===== config.mk =====
export PLATFORM = sky130hd
export DESIGN_NAME = ysyx_22050710_csr_unit_flat
export DESIGN_NICKNAME = d
export VERILOG_FILES = /design/src/rtl/ysyx_22050710_csr_unit_if.sv /design/src/rtl/ysyx_22050710_csr_unit.sv /design/src/flat_wrapper.sv
export SDC_FILE = /design/constraint.sdc
export NUM_CORES = 1
export LEC_CHECK = 0
export BUFFER_PORTS_ARGS = -buffer_cell sky130_fd_sc_hd__buf_2
export CAP_MARGIN = 20
export CORE_MARGIN = 2
export CORE_UTILIZATION = 51
export DETAILED_ROUTE_END_ITERATION = 10
export GPL_TIMING_DRIVEN = 0
export PLACE_DENSITY = 0.77
export SYNTH_ARGS = -nofsm -noshare
export SYNTH_HDL_FRONTEND = slang
export SYNTH_SLANG_ARGS = --single-unit
export TNS_END_PERCENT = 5

===== constraint.sdc =====
create_clock -name i_clk -period 3.3 [get_ports i_clk]
set_input_delay 0.825 -clock i_clk [delete_from_list [all_inputs] [get_ports i_clk]]
set_output_delay 0.825 -clock i_clk [all_outputs]
set_load 0.01 [all_outputs]

===== src/rtl/ysyx_22050710_csr_unit_if.sv =====
// Commit-side bus of the machine-mode CSR unit: the committing instruction's
// CSR access, trap requests and the timer line in; read data and redirect out.
interface ysyx_22050710_csr_unit_if #(
  parameter int XLEN = 64
);
  logic            i_valid;
  logic [XLEN-1:0] i_pc;
  logic [11:0]     i_csr_addr;
  logic [1:0]      i_csr_op;
  logic [XLEN-1:0] i_csr_wdata;
  logic            i_ecall;
  logic            i_mret;
  logic            i_irq_timer;
  logic [XLEN-1:0] o_csr_rdata;
  logic            o_illegal;
  logic            o_trap;
  logic            o_squash;
  logic [XLEN-1:0] o_nextpc;

  modport master (
    output i_valid, i_pc, i_csr_addr, i_csr_op, i_csr_wdata,
           i_ecall, i_mret, i_irq_timer,
    input  o_csr_rdata, o_illegal, o_trap, o_squash, o_nextpc
  );

  modport slave (
    input  i_valid, i_pc, i_csr_addr, i_csr_op, i_csr_wdata,
           i_ecall, i_mret, i_irq_timer,
    output o_csr_rdata, o_illegal, o_trap, o_squash, o_nextpc
  );
endinterface


===== src/rtl/ysyx_22050710_csr_unit.sv =====
// Machine-mode CSR file and trap sequencer for the NPC core.
// Holds mstatus/mie/mtvec/mscratch/mepc/mcause/mip and, when the macro
// YSYX_CSR_COUNTERS_EN is defined, the mcycle/minstret counters. Without the
// macro the counter addresses decode as unknown and raise o_illegal.
// Trap priority on a committing instruction: timer interrupt > ecall > mret
// > CSR op. All redirect decisions are combinational; state lands at the
// next clock edge.
module ysyx_22050710_csr_unit #(
  parameter int              XLEN          = 64,
  parameter logic [63:0]     MSTATUS_RESET = 64'ha00001800,
  parameter logic [XLEN-1:0] MTVEC_RESET   = '0
) (
  input logic i_clk,
  input logic i_rst,
  ysyx_22050710_csr_unit_if.slave bus
);

  localparam logic [11:0] ADDR_MSTATUS  = 12'h300;
  localparam logic [11:0] ADDR_MIE      = 12'h304;
  localparam logic [11:0] ADDR_MTVEC    = 12'h305;
  localparam logic [11:0] ADDR_MSCRATCH = 12'h340;
  localparam logic [11:0] ADDR_MEPC     = 12'h341;
  localparam logic [11:0] ADDR_MCAUSE   = 12'h342;
  localparam logic [11:0] ADDR_MIP      = 12'h344;
`ifdef YSYX_CSR_COUNTERS_EN
  localparam logic [11:0] ADDR_MCYCLE   = 12'hb00;
  localparam logic [11:0] ADDR_MINSTRET = 12'hb02;
`endif

  localparam logic [1:0] OP_NONE = 2'b00;
  localparam logic [1:0] OP_RW   = 2'b01;
  localparam logic [1:0] OP_RS   = 2'b10;
  localparam logic [1:0] OP_RC   = 2'b11;

  // mstatus bits other than MIE/MPIE are read-only constants taken from the
  // reset value, with MPP pinned to machine mode.
  localparam logic [XLEN-1:0] MSTATUS_RST   = MSTATUS_RESET[XLEN-1:0];
  localparam logic [XLEN-1:0] MSTATUS_WMASK = {{(XLEN-8){1'b0}}, 8'h88};
  localparam logic [XLEN-1:0] MSTATUS_MPP   = {{(XLEN-13){1'b0}}, 2'b11, 11'b0};
  localparam logic [XLEN-1:0] MSTATUS_FIXED =
    (MSTATUS_RST & ~MSTATUS_WMASK) | MSTATUS_MPP;

  localparam logic [XLEN-1:0] CAUSE_TIMER = {1'b1, {(XLEN-4){1'b0}}, 3'd7};
  localparam logic [XLEN-1:0] CAUSE_ECALL = {{(XLEN-4){1'b0}}, 4'd11};
  localparam logic [XLEN-1:0] TIMER_VEC_OFS = {{(XLEN-5){1'b0}}, 5'd28};
  localparam logic [XLEN-1:0] ONE = {{(XLEN-1){1'b0}}, 1'b1};

  // architectural state
  logic            mstatus_mie;
  logic            mstatus_mpie;
  logic            mie_mtie;
  logic            mtip_q;
  logic [XLEN-1:0] mtvec;
  logic [XLEN-1:0] mscratch;
  logic [XLEN-1:0] mepc;
  logic [XLEN-1:0] mcause;
`ifdef YSYX_CSR_COUNTERS_EN
  logic [XLEN-1:0] mcycle;
  logic [XLEN-1:0] minstret;
`endif

  // read views and decode
  logic [XLEN-1:0] mstatus_val;
  logic [XLEN-1:0] mie_val;
  logic [XLEN-1:0] mip_val;
  logic [XLEN-1:0] csr_old;
  logic [XLEN-1:0] csr_new;
  logic            addr_known;

  // trap control
  logic            irq_pend;
  logic            take_irq;
  logic            take_ecall;
  logic            take_mret;
  logic            trap_any;
  logic            op_active;
  logic            csr_wen;
  logic [XLEN-1:0] trap_base;
  logic [XLEN-1:0] nextpc;

  // pc[1:0] never reaches mepc, which is always word aligned
  logic unused_pc_lsb;
  assign unused_pc_lsb = ^bus.i_pc[1:0];

  // Assemble the architectural images of the partially implemented CSRs.
  always_comb begin
    mstatus_val    = MSTATUS_FIXED;
    mstatus_val[3] = mstatus_mie;
    mstatus_val[7] = mstatus_mpie;
    mie_val        = '0;
    mie_val[7]     = mie_mtie;
    mip_val        = '0;
    mip_val[7]     = mtip_q;
  end

  // Address decode: return the pre-write value and flag unknown addresses.
  always_comb begin
    csr_old    = '0;
    addr_known = 1'b1;
    case (bus.i_csr_addr)
      ADDR_MSTATUS:  csr_old = mstatus_val;
      ADDR_MIE:      csr_old = mie_val;
      ADDR_MTVEC:    csr_old = mtvec;
      ADDR_MSCRATCH: csr_old = mscratch;
      ADDR_MEPC:     csr_old = mepc;
      ADDR_MCAUSE:   csr_old = mcause;
      ADDR_MIP:      csr_old = mip_val;
`ifdef YSYX_CSR_COUNTERS_EN
      ADDR_MCYCLE:   csr_old = mcycle;
      ADDR_MINSTRET: csr_old = minstret;
`endif
      default:       addr_known = 1'b0;
    endcase
  end

  // Read-modify-write result for the addressed CSR.
  always_comb begin
    case (bus.i_csr_op)
      OP_RW:   csr_new = bus.i_csr_wdata;
      OP_RS:   csr_new = csr_old | bus.i_csr_wdata;
      OP_RC:   csr_new = csr_old & ~bus.i_csr_wdata;
      default: csr_new = csr_old;
    endcase
  end

  assign irq_pend   = mstatus_mie & mie_mtie & mtip_q;
  assign take_irq   = bus.i_valid & irq_pend;
  assign take_ecall = bus.i_valid & ~irq_pend & bus.i_ecall;
  assign take_mret  = bus.i_valid & ~irq_pend & ~bus.i_ecall & bus.i_mret;
  assign trap_any   = take_irq | take_ecall | take_mret;
  assign op_active  = bus.i_valid & (bus.i_csr_op != OP_NONE);
  // a trap cancels the CSR op; unknown addresses never write
  assign csr_wen    = op_active & addr_known & ~trap_any;
  assign trap_base  = {mtvec[XLEN-1:2], 2'b00};

  // Redirect target: mret returns to mepc; vectored mode only offsets
  // interrupts, exceptions always enter at the base.
  always_comb begin
    if (take_mret) begin
      nextpc = mepc;
    end else if (take_irq && (mtvec[1:0] == 2'b01)) begin
      nextpc = trap_base + TIMER_VEC_OFS;
    end else begin
      nextpc = trap_base;
    end
  end

  assign bus.o_csr_rdata = i_rst ? '0 : csr_old;
  assign bus.o_illegal   = ~i_rst & op_active & ~addr_known;
  assign bus.o_trap      = ~i_rst & trap_any;
  assign bus.o_squash    = ~i_rst & take_irq;
  assign bus.o_nextpc    = i_rst ? '0 : nextpc;

  // mstatus MIE/MPIE stacking; trap entry and mret take precedence over writes.
  always_ff @(posedge i_clk) begin
    if (i_rst) begin
      mstatus_mie  <= MSTATUS_RST[3];
      mstatus_mpie <= MSTATUS_RST[7];
    end else if (take_irq || take_ecall) begin
      mstatus_mpie <= mstatus_mie;
      mstatus_mie  <= 1'b0;
    end else if (take_mret) begin
      mstatus_mie  <= mstatus_mpie;
      mstatus_mpie <= 1'b1;
    end else if (csr_wen && (bus.i_csr_addr == ADDR_MSTATUS)) begin
      mstatus_mie  <= csr_new[3];
      mstatus_mpie <= csr_new[7];
    end
  end

  // Trap entry records the faulting pc and cause over any same-cycle write.
  always_ff @(posedge i_clk) begin
    if (i_rst) begin
      mepc   <= '0;
      mcause <= '0;
    end else if (take_irq || take_ecall) begin
      mepc   <= {bus.i_pc[XLEN-1:2], 2'b00};
      mcause <= take_irq ? CAUSE_TIMER : CAUSE_ECALL;
    end else if (csr_wen) begin
      if (bus.i_csr_addr == ADDR_MEPC) begin
        mepc <= {csr_new[XLEN-1:2], 2'b00};
      end
      if (bus.i_csr_addr == ADDR_MCAUSE) begin
        mcause <= csr_new;
      end
    end
  end

  // Plain software-written CSRs.
  always_ff @(posedge i_clk) begin
    if (i_rst) begin
      mie_mtie <= 1'b0;
      mtvec    <= MTVEC_RESET;
      mscratch <= '0;
    end else if (csr_wen) begin
      if (bus.i_csr_addr == ADDR_MIE) begin
        mie_mtie <= csr_new[7];
      end
      if (bus.i_csr_addr == ADDR_MTVEC) begin
        mtvec <= csr_new;
      end
      if (bus.i_csr_addr == ADDR_MSCRATCH) begin
        mscratch <= csr_new;
      end
    end
  end

  // Register the timer level; it feeds both mip.MTIP and the pending check.
  always_ff @(posedge i_clk) begin
    if (i_rst) begin
      mtip_q <= 1'b0;
    end else begin
      mtip_q <= bus.i_irq_timer;
    end
  end

`ifdef YSYX_CSR_COUNTERS_EN
  // Free-running counters; a software write in the same cycle wins.
  always_ff @(posedge i_clk) begin
    if (i_rst) begin
      mcycle   <= '0;
      minstret <= '0;
    end else begin
      if (csr_wen && (bus.i_csr_addr == ADDR_MCYCLE)) begin
        mcycle <= csr_new;
      end else begin
        mcycle <= mcycle + ONE;
      end
      if (csr_wen && (bus.i_csr_addr == ADDR_MINSTRET)) begin
        minstret <= csr_new;
      end else if (bus.i_valid && !take_irq) begin
        minstret <= minstret + ONE;
      end
    end
  end
`else
  logic unused_one;
  assign unused_one = ^ONE;
`endif

endmodule


===== src/flat_wrapper.sv =====
// flat-port wrapper written by rule: the top's interface ports become plain ports
module ysyx_22050710_csr_unit_flat 
#(
  parameter int              XLEN          = 64,
  parameter logic [63:0]     MSTATUS_RESET = 64'ha00001800,
  parameter logic [XLEN-1:0] MTVEC_RESET   = '0
)
  (i_clk, i_rst, bus_i_valid, bus_i_pc, bus_i_csr_addr, bus_i_csr_op, bus_i_csr_wdata, bus_i_ecall, bus_i_mret, bus_i_irq_timer, bus_o_csr_rdata, bus_o_illegal, bus_o_trap, bus_o_squash, bus_o_nextpc);
  ysyx_22050710_csr_unit_if #(.XLEN(XLEN)) bus_i ();
  input logic i_clk;
  input logic i_rst;
  input wire logic [$bits(bus_i.i_valid)-1:0] bus_i_valid;
  input wire logic [$bits(bus_i.i_pc)-1:0] bus_i_pc;
  input wire logic [$bits(bus_i.i_csr_addr)-1:0] bus_i_csr_addr;
  input wire logic [$bits(bus_i.i_csr_op)-1:0] bus_i_csr_op;
  input wire logic [$bits(bus_i.i_csr_wdata)-1:0] bus_i_csr_wdata;
  input wire logic [$bits(bus_i.i_ecall)-1:0] bus_i_ecall;
  input wire logic [$bits(bus_i.i_mret)-1:0] bus_i_mret;
  input wire logic [$bits(bus_i.i_irq_timer)-1:0] bus_i_irq_timer;
  output wire logic [$bits(bus_i.o_csr_rdata)-1:0] bus_o_csr_rdata;
  output wire logic [$bits(bus_i.o_illegal)-1:0] bus_o_illegal;
  output wire logic [$bits(bus_i.o_trap)-1:0] bus_o_trap;
  output wire logic [$bits(bus_i.o_squash)-1:0] bus_o_squash;
  output wire logic [$bits(bus_i.o_nextpc)-1:0] bus_o_nextpc;
  assign bus_i.i_valid = bus_i_valid;
  assign bus_i.i_pc = bus_i_pc;
  assign bus_i.i_csr_addr = bus_i_csr_addr;
  assign bus_i.i_csr_op = bus_i_csr_op;
  assign bus_i.i_csr_wdata = bus_i_csr_wdata;
  assign bus_i.i_ecall = bus_i_ecall;
  assign bus_i.i_mret = bus_i_mret;
  assign bus_i.i_irq_timer = bus_i_irq_timer;
  assign bus_o_csr_rdata = bus_i.o_csr_rdata;
  assign bus_o_illegal = bus_i.o_illegal;
  assign bus_o_trap = bus_i.o_trap;
  assign bus_o_squash = bus_i.o_squash;
  assign bus_o_nextpc = bus_i.o_nextpc;
  ysyx_22050710_csr_unit #(.XLEN(XLEN), .MSTATUS_RESET(MSTATUS_RESET), .MTVEC_RESET(MTVEC_RESET)) u_core (.i_clk(i_clk), .i_rst(i_rst), .bus(bus_i));
endmodule

==> metrics.md, run 1 <==
| Metric | Value |
|---|---|
| Status | `finished with violations` |
| Failing checks | `negative setup slack` |
| Mapped Cells | `1,701` |
| Starting Density | `52.1%` |
| Row count | `61` |
| Total Wirelength | `61,200 µm` |
| TritonCTS clock tree | `done` |
| Pwr/cell area | `393 mW/mm²` |
| Die Span Y | `173 µm` |
| Gr ovfl total | `0` |
| Final instance area | `0.0190 mm²` |
| Max-cap viol count | `0` |
| Initial antenna violation count | `2` |
| Share of flip-flops with an asynchronous set or reset | `0%` |
| Slew margin rel. | `14.9%` |
| Worst Path Arrival | `3.18 ns` |
| Critical-path maximum fanout | `7` |
| RSZ-0062 raised after global routing | `yes` |
| DR iter-0 viols | `2,329` |
| CTS Sinks | `258` |
| Synth warn | `0` |
| Final worst slack | `-0.708 ns` |
| Filler cells | `2,210` |
| DR vias | `16,451` |
| Peak VDD IR | `328 µV` |
| Nets | `2,195` |
| Final worst-path cycle share | `121%` |
| Most frequent cells in the layout | `buf_2 (294), dfxtp_1 (240), nand2_1 (218), a22o_1 (217), nor2_1 (96)` |
| Maximum clock frequency | `250 MHz` |
| CTS Root Cell | `clkbuf_16` |
| Worst setup SP type | `flop` |
| I/O pins | `279` |
| Commonest non-fill, non-tap cell in the layout | `buf_2` |
| Mapped Area | `0.0145 mm²` |
| Worst-Skew Late Latency | `0.57 ns` |
| Setup violators final | `115` |
| Storage cell area | `0.00520 mm²` |
| Fin crit period | `4.01 ns` |
| CTS Buffer Depth | `3` |
| #FFs+latches synth | `258` |
| First-pass GRT wire length | `90,700 µm` |
| Cell variety after synth | `71` |
| Area grow syn2layout | `31.2%` |
| Hold Vio Cnt, Final | `0` |
| Share of layout cells above drive strength 1 | `30.2%` |
| GR Util All Layers | `38.6%` |
| Initial DRT Pass Iterations | `8` |
| WL/cell | `25.0 µm` |
| Vias per inst | `6.73` |
| Tightest Hold Check Type | `flop to flop` |
| Post-synth EDFFs | `0` |
| Number of global-route vias before repair | `15,567` |
| Die X-Extent | `173 µm` |
| Worst-path clk slew | `0.06 ns` |
| Sequential fraction of the synthesis area | `35.6%` |
| Leak | `0.00798 µW` |
| Pins Over Slew Limit | `0` |
| Gpl congestion | `1.01` |
| Tot Pwr | `7470 µW` |
| H-tree levels | `1` |
| TritonCTS buffer count | `28` |
| Core Box Area | `0.0279 mm²` |
| DIE AREA | `0.0298 mm²` |
| Synth Flop Type | `dfxtp_1` |
| Routed Antenna Nets | `0` |
| Mean Syn Cell Area | `8.53 µm²` |
| Residual DRC count | `0` |
| WP data required | `2.47 ns` |
| Least-Margin Pin Slew | `1.27 ns` |
| Worst Skew | `0.0106 ns` |
| Final hold slack | `0.469 ns` |
| Footprint of the multi-input gates | `0.00955 mm²` |
| Dpl hpwl | `42,700 µm` |
| Largest net degree at the start of global routing | `15` |
| Placed Area | `0.0164 mm²` |
| Critical path class | `flop to primary output` |
| # port buffers | `273` |
| CP Capture Type | `primary output` |
| Placement Setup Slack | `-1.25 ns` |
stage by stage:
stage,setup TNS (ns),instances,utilization [%]
after floorplan,-0.653,1702,-
after global placement,-217.91,2353,58.8
after detailed placement,-184.61,2357,58.9
after CTS,-25.47,2434,66.6
after global routing,-33.52,2443,68.3
final,-28.97,2445,68.3
state kept, by name (all words and copies together), names as in the netlist:
| name | count |
|---|---|
| u_core.mcause | 64 |
| u_core.mepc | 62 |
| u_core.mie_mtie | 1 |
| u_core.mscratch | 64 |
| u_core.mstatus_mie | 1 |
| u_core.mstatus_mpie | 1 |
| u_core.mtip_q | 1 |
| u_core.mtvec | 64 |
Yosys cell counts, types with 3 or more instances:
cell type  number  area (µm²)
a211oi_1       51         383
a21o_1         45         338
a21oi_1        68         340
a221oi_1        3        26.3
a22o_1        217        1900
a22oi_1        15         113
a311oi_1       14         123
a31oi_1         8        50.1
a32oi_1        54         473
and2_1          8        50.1
and3_1         13        81.3
and4_1          8        70.1
buf_1          19        71.3
buf_2          24         120
clkbuf_1      113         424
dfxtp_1       258        5160
inv_1          20        75.1
mux2i_1        65         651
nand2_1       225         845
nand2b_1        9        56.3
nand3_1        27         135
nand3b_1        4        30.0
nand4_1        15        93.8
nor2_1        101         379
nor2b_1         5        31.3
nor3_1         18        90.1
nor3b_1         3        22.5
nor4_1         11        68.8
nor4b_1         3        26.3
o21a_1          7        52.6
o21ai_0        41         205
o2bb2ai_1      46         403
o31ai_1         6        45.0
o32ai_1        12         105
or2_2           3        18.8
or3_1          17         106
or4_1           3        22.5
or4b_2          3        30.0
xnor2_1        91         797
xor2_1         10        87.6
final cells by class:
type / instances / area share [%]
Clock inverter: 16 / 1.14
Antenna cell: 2 / 0.0263
Sequential cell: 258 / 27.4
Multi-Input combinational cell: 1265 / 50.2
Clock buffer: 33 / 3.83
Timing Repair Buffer: 317 / 9.75
Inverter: 20 / 0.395
Tap cell: 378 / 2.49
Buffer: 156 / 4.83
cell families after synthesis:
logic type      share of synthesized area, %
compound gates                          32.5
simple gates                            16.3
flops                                   35.6
buf+inv                                 4.94
xor+xnor                                6.10
mux                                     4.49
fa+ha+maj                             0.0862
other cells                           0.0259
final timing paths:
kind	start	cells after the start	endpoint	slack [ns]
max	u_core.mtvec[2]	11	bus_o_nextpc[50]	-0.71
min	u_core.mscratch[63]	2	u_core.mscratch[63]	0.47
max reg2reg	u_core.mstatus_mie	8	u_core.mepc[43]	0.03
min reg2reg	u_core.mscratch[63]	2	u_core.mscratch[63]	0.47
worst max-delay path, cell delays in order (launching register included):
cell and delay (ns):
dfxtp_2 0.34, inv_2 0.05, ha_4 0.15, nor2b_4 0.12
nor4b_4 0.28, buf_4 0.18, and4_4 0.27, nand4_4 0.15
buf_6 0.18, or3_4 0.34, a311oi_4 0.35, buf_2 0.20
power by group:
group | total [µW] | switching, µW | leakage [µW] | internal (µW)
Clock | 3360 | 1390 | 0.000474 | 1960
Combinational | 923 | 597 | 0.00541 | 325
Sequential | 3190 | 39.6 | 0.00210 | 3150
Total | 7470 | 2030 | 0.00798 | 5440
repair_timing:
action                     in CTS  in global routing
hold buffers                    0                  0
pin swaps                      44                 37
resized for setup             239                119
buffers inserted               28                  9
cloned                          2                  1
setup endpoints to repair     164                156
per-layer routing:
layer  share of wire [%]  GRT usage, %  wire [µm]  vias up
met5                   0             0          0        -
met1                  38          49.3      23200     7804
met4                 5.9          20.2       3640        0
met3                  12          8.14       7360      243
li1                    -             -          -     7101
met2                  44          61.2      27000     1303
Note: power is estimated with default switching activity, not from simulation.
==> run 2: changes to the inputs <==
--- a/constraint.sdc
+++ b/constraint.sdc
@@ -3,2 +3,2 @@
 set_output_delay 0.825 -clock i_clk [all_outputs]
-set_load 0.01 [all_outputs]
+set_load 0.005 [all_outputs]
==> run 2 against run 1 <==
  * Clock skew up 0.012 ns
  * Sequential share of layout area down 0.52 points
  * Register-to-register slack about the same
  * Combinational power down 0.7%
  * First-iteration DRC count up 2.7%
  * Clock power up 11%
  * The flow still finishes with violations (negative setup slack)
==> metrics.md, run 2 (synthesis gave the netlist of run 1 again) <==
| Metric | Value |
|---|---|
| GR Util All Layers | `38.7% (+0.10 points)` |
| Routed Antenna Nets | `0 (unchanged)` |
| Worst setup SP type | `flop` |
| Vias per inst | `6.77 (+0.68%)` |
| Row count | `61 (unchanged)` |
| DR vias | `16,699 (+1.5%)` |
| CP startpoint | `u_core.mtvec[3]` |
| Worst-path clk slew | `0.07 ns (about the same)` |
| # port buffers | `273 (unchanged)` |
| R2r endpoint | `u_core.mepc[53]` |
| DIE AREA | `0.0298 mm² (unchanged)` |
| CTS Root Cell | `clkbuf_16` |
| Failing checks | `negative setup slack` |
| Sequential Power Share | `40.8% (-1.9 points)` |
| Residual DRC count | `0 (unchanged)` |
| Tightest Hold Check Type | `flop to flop` |
| Max-cap viol count | `0 (unchanged)` |
| Hold Buf Count CTS | `0 (unchanged)` |
| Fin cells | `2,465 (+0.82%)` |
| CP Capture Type | `primary output` |
| CP endpoint | `bus_o_nextpc[52]` |
| H-tree levels | `1 (unchanged)` |
| Fin crit period | `3.97 ns (-0.0388 ns)` |
| CTS Buffer Depth | `3 (unchanged)` |
| First-pass GRT wire length | `91,200 µm (+0.55%)` |
| Final worst-path cycle share | `120% (-1.2 points)` |
| Initial DRT Pass Iterations | `6 (-2)` |
| Setup violators final | `126 (+9.6%)` |
| Least-Margin Pin Slew | `1.40 ns (+0.128 ns)` |
| Net Sw Frac | `26.1% (-1.0 points)` |
| Die Span Y | `173 µm (unchanged)` |
| Initial antenna violation count | `2 (unchanged)` |
| Critical-path maximum fanout | `7 (unchanged)` |
| Worst Path Arrival | `3.14 ns (-0.04 ns)` |
| Internal Dissipation | `5790 µW (+6.4%)` |
| Combinational share of power | `11.7% (-0.7 points)` |
| FF-to-FF path depth | `10 (+2)` |
| Core Box Area | `0.0279 mm² (unchanged)` |
| Worst Skew | `0.0228 ns (+0.0122 ns)` |
| RSZ-0062 raised after global routing | `yes` |
| WP data required | `2.47 ns (about the same)` |
| Total Wirelength | `61,700 µm (+0.77%)` |
| CTS Sinks | `258 (unchanged)` |
| Gpl congestion | `1.00 (-0.48%)` |
| Leak | `0.00811 µW (+1.6%)` |
| Most frequent cells in the layout | `buf_2 (294), dfxtp_1 (251), nand2_1 (220), a22o_1 (217), nor2_1 (94)` |
| Gr ovfl total | `0 (unchanged)` |
| Final hold slack | `0.460 ns (-0.00847 ns)` |
| Slowest-stage cell, CP | `dfxtp_2` |
| Number of global-route vias before repair | `15,696 (+0.83%)` |
| Dpl hpwl | `42,300 µm (-1.0%)` |
| Critical R2R Launch | `u_core.mstatus_mie` |
| Die X-Extent | `173 µm (unchanged)` |
| R2R Setup Slk | `0.03 ns (about the same)` |
| Starting Density | `52.1% (unchanged)` |
| Nets | `2,213 (+0.82%)` |
| Largest net degree at the start of global routing | `15 (unchanged)` |
| Pwr/cell area | `406 mW/mm² (+3.4%)` |
| DR iter-0 viols | `2,391 (+2.7%)` |
| Status | `finished with violations` |
| Share of layout cells above drive strength 1 | `30.7% (+0.46 points)` |
| Pins Over Slew Limit | `0 (unchanged)` |
| I/O pins | `279 (unchanged)` |
| Slowest stage delay, CP | `0.35 ns (about the same)` |
| Clk pwr share | `47.5% (+2.6 points)` |
| Area grow syn2layout | `33.1%` |
| Final core occ | `69.3% (+0.98 points)` |
| Cell chain of the critical path | `inv_2, ha_4, nor2b_4, nor4b_4, buf_4, and4_4, nand4_4, buf_6, or3_1, a311oi_2, buf_2` |
| Final worst slack | `-0.669 ns (+0.0388 ns)` |
| TritonCTS buffer count | `29 (+3.6%)` |
| Commonest non-fill, non-tap cell in the layout | `buf_2` |
| Peak VDD IR | `389 µV (+18%)` |
| NetSw | `2050 µW (+0.91%)` |
| Worst-Skew Late Latency | `0.57 ns (about the same)` |
| Setup TNS | `-29.20 ns (-0.230 ns)` |
| TritonCTS clock tree | `done` |
| WL/cell | `25.0 µm (about the same)` |
| Maximum clock frequency | `252 MHz (+0.98%)` |
| Placed insts | `2,357 (unchanged)` |
| Slew margin rel. | `6.31% (-8.6 points)` |
| Largest regs | `u_core.mcause: 64 flops, u_core.mscratch: 64 flops, u_core.mtvec: 64 flops` |
| Critical path class | `flop to primary output` |
| Hold Vio Cnt, Final | `0 (unchanged)` |
-- run 2: area by class of cell --
| type | instances | area [µm²] |
|---|---|---|
| Clock buffer | 38 | 830 |
| Inverter | 20 | 75.1 |
| Tap cell | 378 | 473 |
| Fill cell | 2180 | 8560 |
| Buffer | 157 | 931 |
| Multi-Input combinational cell | 1265 | 9600 |
| Sequential cell | 258 | 5180 |
| Antenna cell | 1 | 2.50 |
| Clock inverter | 15 | 258 |
| Timing Repair Buffer | 333 | 1950 |
-- run 2: per-layer routing --
metal / wire, µm / vias to the layer above / global-route usage, %
met5: 0 / - / 0
met2: 26700 / 1300 / 60.0
met4: 3860 / 0 / 21.0
li1: - / 7141 / -
met3: 7280 / 242 / 8.05
met1: 23900 / 8016 / 50.4
-- run 2: metrics by stage --
step / worst slack, ns / total power [µW] / cell area (µm²)
after floorplan: -0.0280 / 3720 / 14500
after global placement: -1.24 / 4050 / 16400
after detailed placement: -1.23 / 4070 / 16400
after CTS: -0.662 / 7740 / 18800
after global routing: -0.681 / 7960 / 19300
final: -0.669 / 7840 / 19300
-- run 2: how the worst min path moves through the flow --
stage | slack, ns | cells after the start | startpoint | endpoint
floorplan | 0.42 | 2 | u_core.mscratch[12] | u_core.mscratch[12]
global placement | 0.44 | 2 | u_core.mscratch[12] | u_core.mscratch[12]
detailed placement | 0.44 | 2 | u_core.mcause[7] | u_core.mcause[7]
CTS | 0.46 | 2 | u_core.mcause[7] | u_core.mcause[7]
global route | 0.48 | 1 | u_core.mscratch[44] | u_core.mscratch[44]
finish | 0.46 | 2 | u_core.mcause[7] | u_core.mcause[7]
-- run 2: power by group through the flow --
stage,clock (µW),sequential (µW),combinational [µW]
final,3720,3200,917
after global placement,0,3260,792
after floorplan,0,3250,466
after global routing,3810,3200,956
after detailed placement,0,3260,807
after CTS,3680,3190,864
-- run 2: worst max-delay path: cells and delay by family, from the launching register on --
family / cells / cell delay (ns)
AND/OR/NAND/NOR: 5 / 1.14
buffers and inverters: 4 / 0.58
flip-flops: 1 / 0.35
AO/OA/AOI/OAI: 1 / 0.35
adder cells (fa/ha/maj): 1 / 0.15
-- run 2: what timing repair did --
action / in CTS / in global routing
gates cloned: 2 / 1
buffers inserted: 47 / 6
gates resized for setup: 232 / 116
setup endpoints to repair: 192 / 153
pin swaps: 38 / 47
==> run 3: changes to the inputs <==
- ABC_AREA: unset -> 1
- CORE_UTILIZATION: 51 -> 44
- PLACE_DENSITY: 0.77 -> 0.67
- SETUP_SLACK_MARGIN: unset -> 0.1
==> run 3 against run 2 <==
  * The flow still finishes with violations (negative setup slack)
  * First-iteration DRC count shrank 23%
  * Combinational power grew 2.7%
  * Non-clock buffer count grew 6
  * Clock skew shrank 0.012 ns
  * Register-to-register slack gained 0.50 ns
  * Final cell count grew 53%
  * Flip-flop and latch count is the same
  * Sequential share of layout area shrank 2.0 points
  * Critical path type unchanged
  * Critical endpoint is now bus_o_nextpc[26]
  * Largest power group unchanged
  * Highest routed layer is now met5
==> metrics.md, run 3 <==
| Metric | Value |
|---|---|
| Commonest non-fill, non-tap cell in the layout | `nand2_1` |
| Final hold slack | `0.456 ns (-0.00438 ns)` |
| WP data required | `2.47 ns (about the same)` |
| Routed Antenna Nets | `0 (unchanged)` |
| Total Wirelength | `75,100 µm (+22%)` |
| Cell chain of the critical path | `inv_4, ha_4, a21oi_4, nand4_1, nor2_4, buf_4, nand2_2, or2_4, nand3_2, o211ai_1, inv_1, buf_2` |
| Residual DRC count | `0 (unchanged)` |
| CTS Buffer Depth | `3 (unchanged)` |
| Stages on the worst setup path | `12 (+1)` |
| Worst Path Buf+Inv | `4 (unchanged)` |
| Pwr/cell area | `368 mW/mm² (-9.5%)` |
| Tightest Hold Check Type | `input pin to flop` |
| Least-Margin Pin Slew | `1.15 ns (-0.249 ns)` |
| GR Util All Layers | `37.1% (-1.5 points)` |
| Worst Path Arrival | `2.61 ns (-0.53 ns)` |
| WL/cell | `20.0 µm (-20%)` |
| Mapped Area | `0.0167 mm² (+15%)` |
| Sequential fraction of the synthesis area | `31.0% (-4.6 points)` |
| #FFs+latches synth | `258 (unchanged)` |
| Leak | `0.0102 µW (+26%)` |
| Mapped Cells | `2,875 (+69%)` |
| Share of layout cells above drive strength 1 | `22.7% (-8.0 points)` |
| Gr ovfl total | `0 (unchanged)` |
| Critical R2R Launch | `u_core.mie_mtie` |
| Row count | `71 (+16%)` |
| Worst-path clk slew | `0.06 ns (about the same)` |
| Hold Vio Cnt, Final | `0 (unchanged)` |
| R2r endpoint | `u_core.mcause[60]` |
| Critical path class | `flop to primary output` |
| Ant. Diodes | `0 (-1)` |
| Final worst-path cycle share | `104% (-16 points)` |
| Most frequent cells in the layout | `nand2_1 (764), nor2_1 (637), buf_2 (308), dfxtp_1 (209), o21ai_0 (191)` |
| Maximum clock frequency | `291 MHz (+16%)` |
| Largest net degree at the start of global routing | `15 (unchanged)` |
| Post-synth EDFFs | `0 (unchanged)` |
| DR vias | `20,694 (+24%)` |
| H-tree levels | `1 (unchanged)` |
| Filler cells | `3,955 (+81%)` |
| Die Span Y | `199 µm (+15%)` |
| CP endpoint | `bus_o_nextpc[26]` |
| Setup violators final | `38 (-70%)` |
| Peak VDD IR | `390 µV (+0.37%)` |
| Top-count cell post-synth | `nand2_1` |
| Slowest-stage cell, CP | `dfxtp_2` |
| Vias per inst | `5.50 (-19%)` |
| R2R Setup Slk | `0.53 ns (+0.50 ns)` |
| Max-cap viol count | `0 (unchanged)` |
| CTS Root Cell | `clkbuf_16` |
| DR iter-0 viols | `1,846 (-23%)` |
| Status | `finished with violations` |
| Slew margin rel. | `23.3% (+17 points)` |
| # port buffers | `273 (unchanged)` |
| Placement Setup Slack | `-1.28 ns (-0.0470 ns)` |
| Core Box Area | `0.0375 mm² (+35%)` |
| Initial antenna violation count | `6 (+4)` |
| Largest regs | `u_core.mcause: 64 flops, u_core.mscratch: 64 flops, u_core.mtvec: 64 flops` |
| Pins Over Slew Limit | `0 (unchanged)` |
| Hold Path Origin | `bus_i_irq_timer` |
| Worst setup SP type | `flop` |
| Number of global-route vias before repair | `18,948 (+21%)` |
| DIE AREA | `0.0394 mm² (+32%)` |
| I/O pins | `279 (unchanged)` |
| Share of flip-flops with an asynchronous set or reset | `0% (unchanged)` |
| Post-synth top cells | `nand2_1 (794), nor2_1 (668), dfxtp_1 (258), o21ai_0 (208), nand3_1 (184)` |
| RSZ-0062 raised after global routing | `yes` |
| Final worst slack | `-0.134 ns (+0.535 ns)` |
| Worst Skew | `0.0103 ns (-0.0125 ns)` |
| TritonCTS buffer count | `30 (+3.4%)` |
| Yosys top cell area share | `31.0% (-4.6 points)` |
| First-pass GRT wire length | `112,000 µm (+23%)` |
| Fin crit period | `3.43 ns (-0.535 ns)` |
| Initial DRT Pass Iterations | `7 (+1)` |
| Starting Density | `44.4% (-7.6 points)` |
| Area grow syn2layout | `27.2%` |
| Gpl congestion | `0.963 (-3.9%)` |
| Synth Flop Type | `dfxtp_1` |
| CP Capture Type | `primary output` |
| Post-synth top area cell | `dfxtp_1` |
| Critical-path maximum fanout | `4 (-3)` |
| Failing checks | `negative setup slack` |
| Dpl hpwl | `57,000 µm (+35%)` |
| Synth warn | `0 (unchanged)` |
| Worst-Skew Late Latency | `0.58 ns (about the same)` |
| TritonCTS clock tree | `done` |
| Cell variety after synth | `41 (-42%)` |
| Synth top area cells | `dfxtp_1 (31%), nand2_1 (18%), nor2_1 (15%)` |
| CTS Sinks | `258 (unchanged)` |
| Nets | `3,376 (+53%)` |
| Die X-Extent | `199 µm (+15%)` |
| Mean Syn Cell Area | `5.79 µm² (-32%)` |
| Slowest stage delay, CP | `0.35 ns (about the same)` |
| FF-to-FF path depth | `10 (unchanged)` |
| CP startpoint | `u_core.mtvec[2]` |
| Hold Buf Count CTS | `0 (unchanged)` |
| Crit path max-delay family | `simple AND/OR/NAND/NOR gates` |
run 3: through the flow:
stage	cell area, µm²	power, µW	utilization [%]	setup TNS [ns]	cells
after floorplan	16700	3800	-	0	2876
after global placement	18700	4190	49.8	-98.52	3660
after detailed placement	18700	4210	49.8	-76.00	3661
after CTS	20600	7760	55.0	-1.58	3745
after global routing	21200	8010	56.5	-5.60	3762
final	21200	7790	56.5	-2.43	3762
run 3: layout make-up:
class	count	area, µm²	area share, %
repair buffers	319	1760	8.32
multi-input cells	2259	10600	50.0
flip-flops and latches	258	5260	24.8
plain buffers	177	1160	5.47
inverters	182	711	3.35
clock buffers	34	807	3.81
clock inverters	22	246	1.16
well taps	511	639	3.02
run 3: how the worst min path moves through the flow:
| stage | endpoint | slack, ns | depth (start not counted) |
|---|---|---|---|
| 3_3_place_gp | u_core.mcause[15] | 0.45 | 2 |
| 6_report | u_core.mtip_q | 0.46 | 3 |
| 3_5_place_dp | u_core.mcause[26] | 0.46 | 2 |
| 4_1_cts | u_core.mtip_q | 0.46 | 3 |
| 5_1_grt | u_core.mtip_q | 0.46 | 3 |
| 2_1_floorplan | u_core.mcause[11] | 0.44 | 2 |
run 3: power by group:
| group | internal (µW) | leakage, µW | total (µW) | switching [µW] |
|---|---|---|---|---|
| sequential | 3180 | 0.00212 | 3240 | 62.2 |
| combinational | 289 | 0.00755 | 942 | 653 |
| clock | 2080 | 0.000505 | 3610 | 1530 |
| total | 5550 | 0.0102 | 7790 | 2240 |
run 3: cells by family after synthesis:
logic type,count (synthesis),share of synthesized area [%]
simple gates,1752,42.9
compound gates,497,15.8
buf+inv,359,9.83
flops,258,31.0
xor+xnor,7,0.368
fa+ha+maj,1,0.0751
other cells,1,0.0225
run 3: what timing repair did:
item                                    CTS  global route
buffers inserted                         28            17
endpoints found under the setup margin  128           123
pin swaps                                37            52
resized for setup                       223           153
run 3: routing by layer:
layer  vias to the layer above  wire, µm  GRT usage (%)
met5                         -        33              0
met4                         6      3380           15.0
met3                       179      6220           5.17
met2                      1009     33800           60.6
met1                      9607     31700           49.3
li1                       9893         -              -
run 3: worst min-delay path, cell delays in order:
cell	delay [ns]
buf_2	0.07
inv_1	0.03
nor2_1	0.06
